--- src/rtl/seg7_scan_ctrl.sv ---
// seg7_scan_ctrl: time-multiplexed scan controller for NUM_DIGITS common-cathode
// seven-segment digits sharing one segment bus.
//
// Writes land in a shadow register file and are copied into the displayed
// (active) file at the last cycle of a frame. This keeps a multi-digit value
// from appearing half-updated. Each digit slot is DWELL clocks long. The first
// BLANK clocks are dark, which prevents ghosting while the digit select
// switches. The remaining clocks are PWM-dimmed by 'brightness'.
//
// Segment bit order on seg_out: bit 0 = a, 1 = b, 2 = c, 3 = d, 4 = e,
// 5 = f, 6 = g. Every output is high when active.

module seg7_scan_ctrl #(
    parameter int NUM_DIGITS = 4,
    parameter int DWELL      = 250,
    parameter int BLANK      = 8
) (
    input  logic                          clk,
    input  logic                          reset,
    input  logic                          enable,
    input  logic                          wr_valid,
    output logic                          wr_ready,
    input  logic [$clog2(NUM_DIGITS)-1:0] wr_addr,
    input  logic [3:0]                    wr_data,
    input  logic                          wr_dp,
    input  logic [3:0]                    brightness,
    output logic [6:0]                    seg_out,
    output logic                          dp_out,
    output logic [NUM_DIGITS-1:0]         digit_sel,
    output logic                          frame_start
);

    // ------------------------------------------------------------------
    // Derived sizes and constants
    // ------------------------------------------------------------------
    localparam int AW    = $clog2(NUM_DIGITS);
    localparam int FRAME = NUM_DIGITS * DWELL;
    localparam int PW    = $clog2(FRAME);
    localparam int SW    = $clog2(DWELL);

    localparam logic [PW-1:0] P_LAST   = PW'(FRAME - 1);
    localparam logic [SW-1:0] S_LAST   = SW'(DWELL - 1);
    localparam logic [SW-1:0] S_SHOW   = SW'(BLANK);
    localparam logic [AW-1:0] D_LAST   = AW'(NUM_DIGITS - 1);
    localparam logic [AW:0]   ADDR_LIM = (AW + 1)'(NUM_DIGITS);

    // Scan state encoding
    localparam logic [1:0] ST_IDLE  = 2'd0;
    localparam logic [1:0] ST_BLANK = 2'd1;
    localparam logic [1:0] ST_SHOW  = 2'd2;

    // One digit entry: hex value plus decimal point
    typedef struct packed {
        logic [3:0] value;
        logic       dp;
    } digit_t;

    // ------------------------------------------------------------------
    // Hex to seven-segment decoder (bit 0 = a ... bit 6 = g)
    // ------------------------------------------------------------------
    function automatic logic [6:0] seg7(input logic [3:0] value);
        logic [6:0] seg;
        case (value)
            4'h0:    seg = 7'h3F;
            4'h1:    seg = 7'h06;
            4'h2:    seg = 7'h5B;
            4'h3:    seg = 7'h4F;
            4'h4:    seg = 7'h66;
            4'h5:    seg = 7'h6D;
            4'h6:    seg = 7'h7D;
            4'h7:    seg = 7'h07;
            4'h8:    seg = 7'h7F;
            4'h9:    seg = 7'h6F;
            4'hA:    seg = 7'h77;
            4'hB:    seg = 7'h7C;
            4'hC:    seg = 7'h39;
            4'hD:    seg = 7'h5E;
            4'hE:    seg = 7'h79;
            default: seg = 7'h71;
        endcase
        return seg;
    endfunction

    // ------------------------------------------------------------------
    // Registers
    // ------------------------------------------------------------------
    logic [1:0]            state_q, state_d;
    logic [PW-1:0]         p_q, p_d;        // frame phase
    logic [SW-1:0]         s_q, s_d;        // position inside the digit slot
    logic [AW-1:0]         d_q, d_d;        // digit index being scanned
    logic [3:0]            q_q, q_d;        // PWM phase inside SHOW

    digit_t                shadow_q [NUM_DIGITS];
    digit_t                active_q [NUM_DIGITS];

    logic [6:0]            seg_q, seg_d;
    logic                  dp_q, dp_d;
    logic [NUM_DIGITS-1:0] sel_q, sel_d;
    logic                  fs_q, fs_d;

    // ------------------------------------------------------------------
    // Combinational control
    // ------------------------------------------------------------------
    logic [1:0] cur_state;
    logic       s_wrap;
    logic       p_wrap;
    logic       commit;
    logic       lit;
    logic       wr_fire;

    // Effective state of this cycle: IDLE while disabled. The first enabled
    // cycle after IDLE acts as BLANK at p = 0.
    // NOTE: every variable assigned in an always_comb gets a default at the top, so no path can leave it unassigned and infer a latch.
    always_comb begin
        cur_state = ST_IDLE;
        if (enable) begin
            case (state_q)
                ST_SHOW: cur_state = ST_SHOW;
                default: cur_state = ST_BLANK;
            endcase
        end
    end

    // Phase counters, next state and the commit / handshake decision
    always_comb begin
        s_wrap  = (s_q == S_LAST);
        p_wrap  = (p_q == P_LAST);
        commit  = enable && p_wrap;

        s_d     = s_wrap ? '0 : s_q + 1'b1;
        p_d     = p_wrap ? '0 : p_q + 1'b1;
        d_d     = d_q;
        if (s_wrap) begin
            d_d = (d_q == D_LAST) ? '0 : d_q + 1'b1;
        end

        case (cur_state)
            ST_BLANK: state_d = (s_d == S_SHOW) ? ST_SHOW : ST_BLANK;
            ST_SHOW:  state_d = s_wrap ? ST_BLANK : ST_SHOW;
            default:  state_d = ST_IDLE;
        endcase

        // The PWM phase restarts from 0 on every SHOW entry.
        q_d = (cur_state == ST_SHOW) ? q_q + 1'b1 : 4'd0;

        // Dropping enable restarts the frame from the beginning.
        if (!enable) begin
            s_d     = '0;
            p_d     = '0;
            d_d     = '0;
            q_d     = 4'd0;
            state_d = ST_IDLE;
        end
    end

    // Handshake: the only busy cycle is the commit cycle, so a write can never
    // race the shadow-to-active copy. This path is combinational from
    // 'enable', because an interrupted last cycle does not commit.
    assign wr_ready = ~commit;
    assign wr_fire  = wr_valid && wr_ready && ({1'b0, wr_addr} < ADDR_LIM);

    // Next output values, computed from this cycle's state and counters
    always_comb begin
        lit   = (cur_state == ST_SHOW) && (q_q < brightness);
        sel_d = '0;
        seg_d = 7'h00;
        dp_d  = 1'b0;
        if (lit) begin
            sel_d = NUM_DIGITS'(1) << d_q;
            seg_d = seg7(active_q[d_q].value);
            dp_d  = active_q[d_q].dp;
        end
        fs_d  = enable && (p_q == '0);
    end

    // ------------------------------------------------------------------
    // Sequential logic
    // ------------------------------------------------------------------

    // Scan FSM and counters; reset is synchronous and overrides everything
    // NOTE: sequential state uses non-blocking assignments so every register samples its pre-edge value regardless of statement order.
    always_ff @(posedge clk) begin
        if (reset) begin
            state_q <= ST_IDLE;
            p_q     <= '0;
            s_q     <= '0;
            d_q     <= '0;
            q_q     <= 4'd0;
        end else begin
            state_q <= state_d;
            p_q     <= p_d;
            s_q     <= s_d;
            d_q     <= d_d;
            q_q     <= q_d;
        end
    end

    // Shadow file: accepted writes stage here until the next frame commit
    // NOTE: both register files are reset on purpose, so a reset discards staged writes and the display restarts from all zeros.
    always_ff @(posedge clk) begin
        if (reset) begin
            for (int i = 0; i < NUM_DIGITS; i++) begin
                shadow_q[i] <= '0;
            end
        end else if (wr_fire) begin
            shadow_q[wr_addr] <= '{value: wr_data, dp: wr_dp};
        end
    end

    // Active file: the whole shadow file is copied in at the last frame cycle
    always_ff @(posedge clk) begin
        if (reset) begin
            for (int i = 0; i < NUM_DIGITS; i++) begin
                active_q[i] <= '0;
            end
        end else if (commit) begin
            for (int i = 0; i < NUM_DIGITS; i++) begin
                active_q[i] <= shadow_q[i];
            end
        end
    end

    // Output registers: one cycle of latency from the scan position
    always_ff @(posedge clk) begin
        if (reset) begin
            seg_q <= 7'h00;
            dp_q  <= 1'b0;
            sel_q <= '0;
            fs_q  <= 1'b0;
        end else begin
            seg_q <= seg_d;
            dp_q  <= dp_d;
            sel_q <= sel_d;
            fs_q  <= fs_d;
        end
    end

    assign seg_out     = seg_q;
    assign dp_out      = dp_q;
    assign digit_sel   = sel_q;
    assign frame_start = fs_q;

endmodule

--- config.mk ---
export PLATFORM = sky130hd
export DESIGN_NAME = seg7_scan_ctrl
export DESIGN_NICKNAME = d
export VERILOG_FILES = /design/src/rtl/seg7_scan_ctrl.sv
export SDC_FILE = /design/constraint.sdc
export NUM_CORES = 1
export LEC_CHECK = 0
export CAP_MARGIN = 20
export CORE_ASPECT_RATIO = 1.75
export CORE_MARGIN = 5
export CORE_UTILIZATION = 35
export CTS_CLUSTER_DIAMETER = 60
export DETAILED_ROUTE_END_ITERATION = 8
export PLACE_DENSITY = 0.48
export SYNTH_ARGS = -nofsm -noshare
export SYNTH_HDL_FRONTEND = slang
export SYNTH_SLANG_ARGS = --single-unit
--- constraint.sdc ---
create_clock -name clk -period 3.87 [get_ports clk]
set_input_delay 1.161 -clock clk [delete_from_list [all_inputs] [get_ports clk]]
set_output_delay 1.161 -clock clk [all_outputs]
set_load 0.05 [all_outputs]
==> After elaboration in Yosys (flattened, before gate mapping) <==
Memory sizes are Yosys's and may differ from the RTL's. A register that Yosys moved wholly into a read port is not among the register bits.
Cells that the tools add are included.
{ "word_totals": {"reg_bits": 32, "ramBits": 40, "rom_bits": 112, "in_bits": 15, "word_cells": 66, "mem_count": 3} }
{ "mem_list": {"columns": ["memory", "words", "width", "read_ports", "rd_clocked_by_memory_dff", "wr", "line_no", "text"], "rows": [
  ["(name not given)", 16, 7, 1, 1, 0, "63", "case (value)"],
  ["active_q", 4, 5, 1, 1, 4, "94", "digit_t active_q [NUM_DIGITS];"],
  ["shadow_q", 4, 5, 4, 0, 4, "93", "digit_t shadow_q [NUM_DIGITS];"]
]} }
{ "classes": {"addsub": 4, "magnitude_cmp": 1, "eq_ne": 7, "n_shift": 1, "mux": 24, "bitwise_logic": 8, "n_reduce_logical": 10} }
{ "op_table": {"columns": ["cell", "n"], "rows": [
  ["$mux W5", 5],
  ["$mux W2", 8],
  ["$add A10 B1 Y10 const B", 1],
  ["$eq A10 B10 Y1 const B", 1],
  ["$logic_not A10 Y1", 1],
  ["$mux W1", 9],
  ["$add A8 B1 Y8 const B", 1],
  ["$eq A8 B4 Y1 const B", 1],
  ["$eq A8 B8 Y1 const B", 1],
  ["$mux W8", 1],
  ["$eq A2 B2 Y1 const B", 3],
  ["$reduce_or A3 Y1", 2],
  ["$reduce_or A5 Y1", 1],
  ["$add A4 B1 Y4 const B", 1],
  ["$logic_and A1 B1 Y1", 4],
  ["$lt A4 B4 Y1", 1],
  ["$not A1 Y1", 4],
  ["$or A1 B1 Y1", 4],
  ["$pmux W2 S2", 1],
  ["$reduce_or A2 Y1", 2],
  ["$shl A1 B2 Y4 const A", 1],
  ["$add A2 B1 Y2 const B", 1],
  ["$eq A2 B1 Y1 const B", 1]
]} }

==> Longest topological paths before layout <==
{ "depth": {"word_depth": 9, "mapped_depth": 8} }

==> Worst setup path before layout <==
No wires, ideal clock.
{ "synth_timing": {"path_type": "input-to-output", "start": "in enable", "end": "out wr_ready", "arrival_time_ns": 1.355, "path_slack_ns": 1.354, "cell_stages": 1, "cell_sequence": "nand4_4"} }
{ "synth_between": {"elab_chain_cells": 2} }
{ "synth_rtl": {"columns": ["element", "line_no", "text"], "rows": [
  ["start, declared", "20", "input logic enable,"],
  ["$logic_and A1 B1 Y1", "128", "commit = enable && p_wrap;"],
  ["$not A1 Y1", "159", "assign wr_ready = ~commit;"],
  ["end, declared", "22", "output logic wr_ready,"]
]} }
No other way between the ends.

==> Worst setup path after layout <==
Ends and elaborated chain as after synthesis.

==> run metrics <==
Ant. Diodes=0; Clock Skew=~8.2 ps; FF/Latch Area=between 2000 and 2500 um^2; register bit total from synthesis=81; Clock Path Buffers=2; asr flop ratio synth=0%; Hold Buf Count CTS=0; DR pass1 iterations=4; status=finished, final reports clean; critical path endpoint category=primary output; Worst path slowest cell=clkdlybuf4s50_1; Final Hold Vio Count=0; clock power share=between 40 and 50%; port buffer count=28; initial antenna violation count=0; Post-CTS Resized=0; synth cell count leaders=and2_1 (41), dfxtp_1 (41), edfxtp_1 (40); Max Slew Vio Count=0; FMAX=around 310 MHz; clk_lat worst skew=approximately 330 ps; Worst Hold Launch=q_q[0]; crit share post-route=82.79%; Combinational Power Share=under 10%; synth top area cells=edfxtp_1 (33%), dfxtp_1 (22%), and2_1 (6.9%); Routability Congestion=0.7747; GRT Overall Usage=10.43%; fin nets=374; CTS tree=built; final number of setup-violating endpoints=0; Reg power frac=roughly half; setup ws final=roughly 670 ps; CTS clk-pin slew, worst paths=about 50 ps; Syn Inst Count=309; Arrival @ worst endpoint=2040 ps; HP Class=flip-flop to flip-flop; syn avg cell area=11.95 um^2; fillcell total=between 1,000 and 1,500; Slew headroom=roughly two fifths; Seq/Total Area, Yosys=around 55%; core box area=roughly 10,000 um^2; Final Cell Area=roughly 4400 um^2; number of flops mapped to enable cells by yosys=40; CTS Buf Count=9; Remaining DRCs=0; syn_nets=340; I/O pin count=29; htree depth=3; Overall Power=approximately 1.9 mW; placed cell area=just over 4000 um^2; top cell type's share of synthesized area=roughly a third; layout cell share with drive strength beyond 1=10.92%; Routed WL per cell=approximately 13 um; crit path time final=between 3000 and 4000 ps; worst reg2reg startpoint=p_q[0]; Peak VDD IR=0.0002726 V; critical-path maximum fanout=4; number of global-route vias before repair=~2,200; grt total ovfl=0; via/cell ratio=roughly 4.7; Synth area leader=edfxtp_1; Post-Syn Area=between 3000 and 4000 um^2; critical path type=primary input to primary output; die area=between 10,000 and 15,000 um^2; worst endpoint required time=about 2700 ps; Critical Path Max Stage Delay=560 ps; # rows=49; crit start category=primary input; post-CTS setup buffer count=0; DRT Wirelength=6.109 mm; crit path launch=enable; Net Sw Frac=19.77%; Area growth syn-to-layout=19.48%; clk sink count=between 80 and 90; PD cells=around 430 nW/um^2; switching pwr=roughly 0.38 mW; pin count of the biggest net entering global routing=22; Syn. warnings=0; Post-DP HPWL=~4.8 mm; ANT nets after route=0; P_leak=1.627 nW; Root Buffer=clkbuf_16; Top FF cell, synth=dfxtp_1; initial DRC count=27; Yosys cell types=50; P_int=1.535 mW; Initial Util=between 30% and 40%; first-pass GRT wire length=10.39 mm; max cap viols=0; DIE HEIGHT=145.9 um; final setup TNS=0 ps; pre-CTS WS=around 370 ps; chip width=between 80 and 90 um; worst slew pin tran=892.3 ps; RSZ-0062 raised after global routing=no; crit path cell chain=clkdlybuf4s50_1, nand4_4, buf_12; via count=2,219; Min Hold Slack=451.2 ps; multi-input logic area=1562 um^2
## worst paths after layout
path / to / slack (ps) / depth (start not counted)
setup / recovery: wr_ready / 670 / 3
hold / removal: q_q[0] / 450 / 1
setup reg to reg: shadow_q[3][3] / 1410 / 6
hold reg to reg: q_q[0] / 450 / 1
## cell usage in the layout (no fill, tap or decap), drive strengths merged, types with 3 or more instances in the layout
| master | Yosys | final |
|---|---|---|
| and3b | 4 | 4 |
| mux2i | 10 | 10 |
| mux4 | 3 | 3 |
| nand3 | 9 | 9 |
| xor2 | 9 | 9 |
| or2 | 6 | 6 |
| a21oi | 6 | 6 |
| clkbuf | 2 | 11 |
| clkdlybuf4s50 | 0 | 27 |
| nor2 | 33 | 33 |
| buf | 5 | 3 |
| dfxtp | 41 | 41 |
| a211oi | 5 | 5 |
| edfxtp | 40 | 40 |
| xnor2 | 8 | 8 |
| nor3b | 4 | 4 |
| inv | 14 | 14 |
| nor3 | 8 | 8 |
| ha | 16 | 16 |
| nand2b | 3 | 3 |
| nor2b | 5 | 5 |
| and2 | 41 | 41 |
| o21ai | 5 | 5 |
| and3 | 5 | 5 |
| nand2 | 9 | 9 |
## cells by family (layout without fill, tap and decap cells)
| family | count (synthesis) | after routing | share of synthesized area [%] |
|---|---|---|---|
| simple gates | 137 | 137 | 21.68 |
| flops | 81 | 81 | 54.74 |
| compound gates | 24 | 24 | 4.573 |
| buf+inv | 21 | 60 | 2.981 |
| xor+xnor | 17 | 17 | 4.031 |
| fa+ha+maj | 16 | 16 | 5.420 |
| mux | 13 | 13 | 6.572 |
## routing by layer
metal / wire length, um / track usage [%]
met4: 177 / 5.376
met5: 0 / 0
met3: 238 / 2.436
met1: 2307 / 10.34
met2: 3386 / 19.30
## layout make-up
class / instances / share of cell area (%)
Clock buffer: 11 / 5.274
Tap cell: 127 / 3.601
Inverter: 14 / 1.191
Multi-Input combinational cell: 207 / 35.38
Clock inverter: 5 / 1.815
Sequential cell: 81 / 45.82
Timing Repair Buffer: 30 / 6.918
## metrics by stage
step                std cells  util [%]
floorplan                 309         -
global placement          459     39.81
detailed placement        459     39.81
CTS                       475     42.85
global route              475     42.85
finish                    475     42.85
## sequential cells by signal (all words and copies together), names as in the netlist, named ones only
name and flops:
active_q 20, shadow_q 20, p_q 10, s_q 8, seg_out 7, digit_sel 4
q_q 4, d_q 2, state_q 2, dp_out 1, frame_start 1
## worst max-delay path, delay by kind of cell
family,cells,cell delay [ps]
buffers and inverters,2,740
and+or+nand+nor,1,140
## power groups by stage
stage / logic (mW) / clock network [mW] / registers [mW]
2_1_floorplan: 0.0604 / 0 / 0.955
3_3_place_gp: 0.0955 / 0 / 0.957
3_5_place_dp: 0.0964 / 0 / 0.957
4_1_cts: 0.0966 / 0.906 / 0.938
5_1_grt: 0.104 / 0.946 / 0.940
6_report: 0.0945 / 0.881 / 0.937
Power figures use the tool's default switching activity.
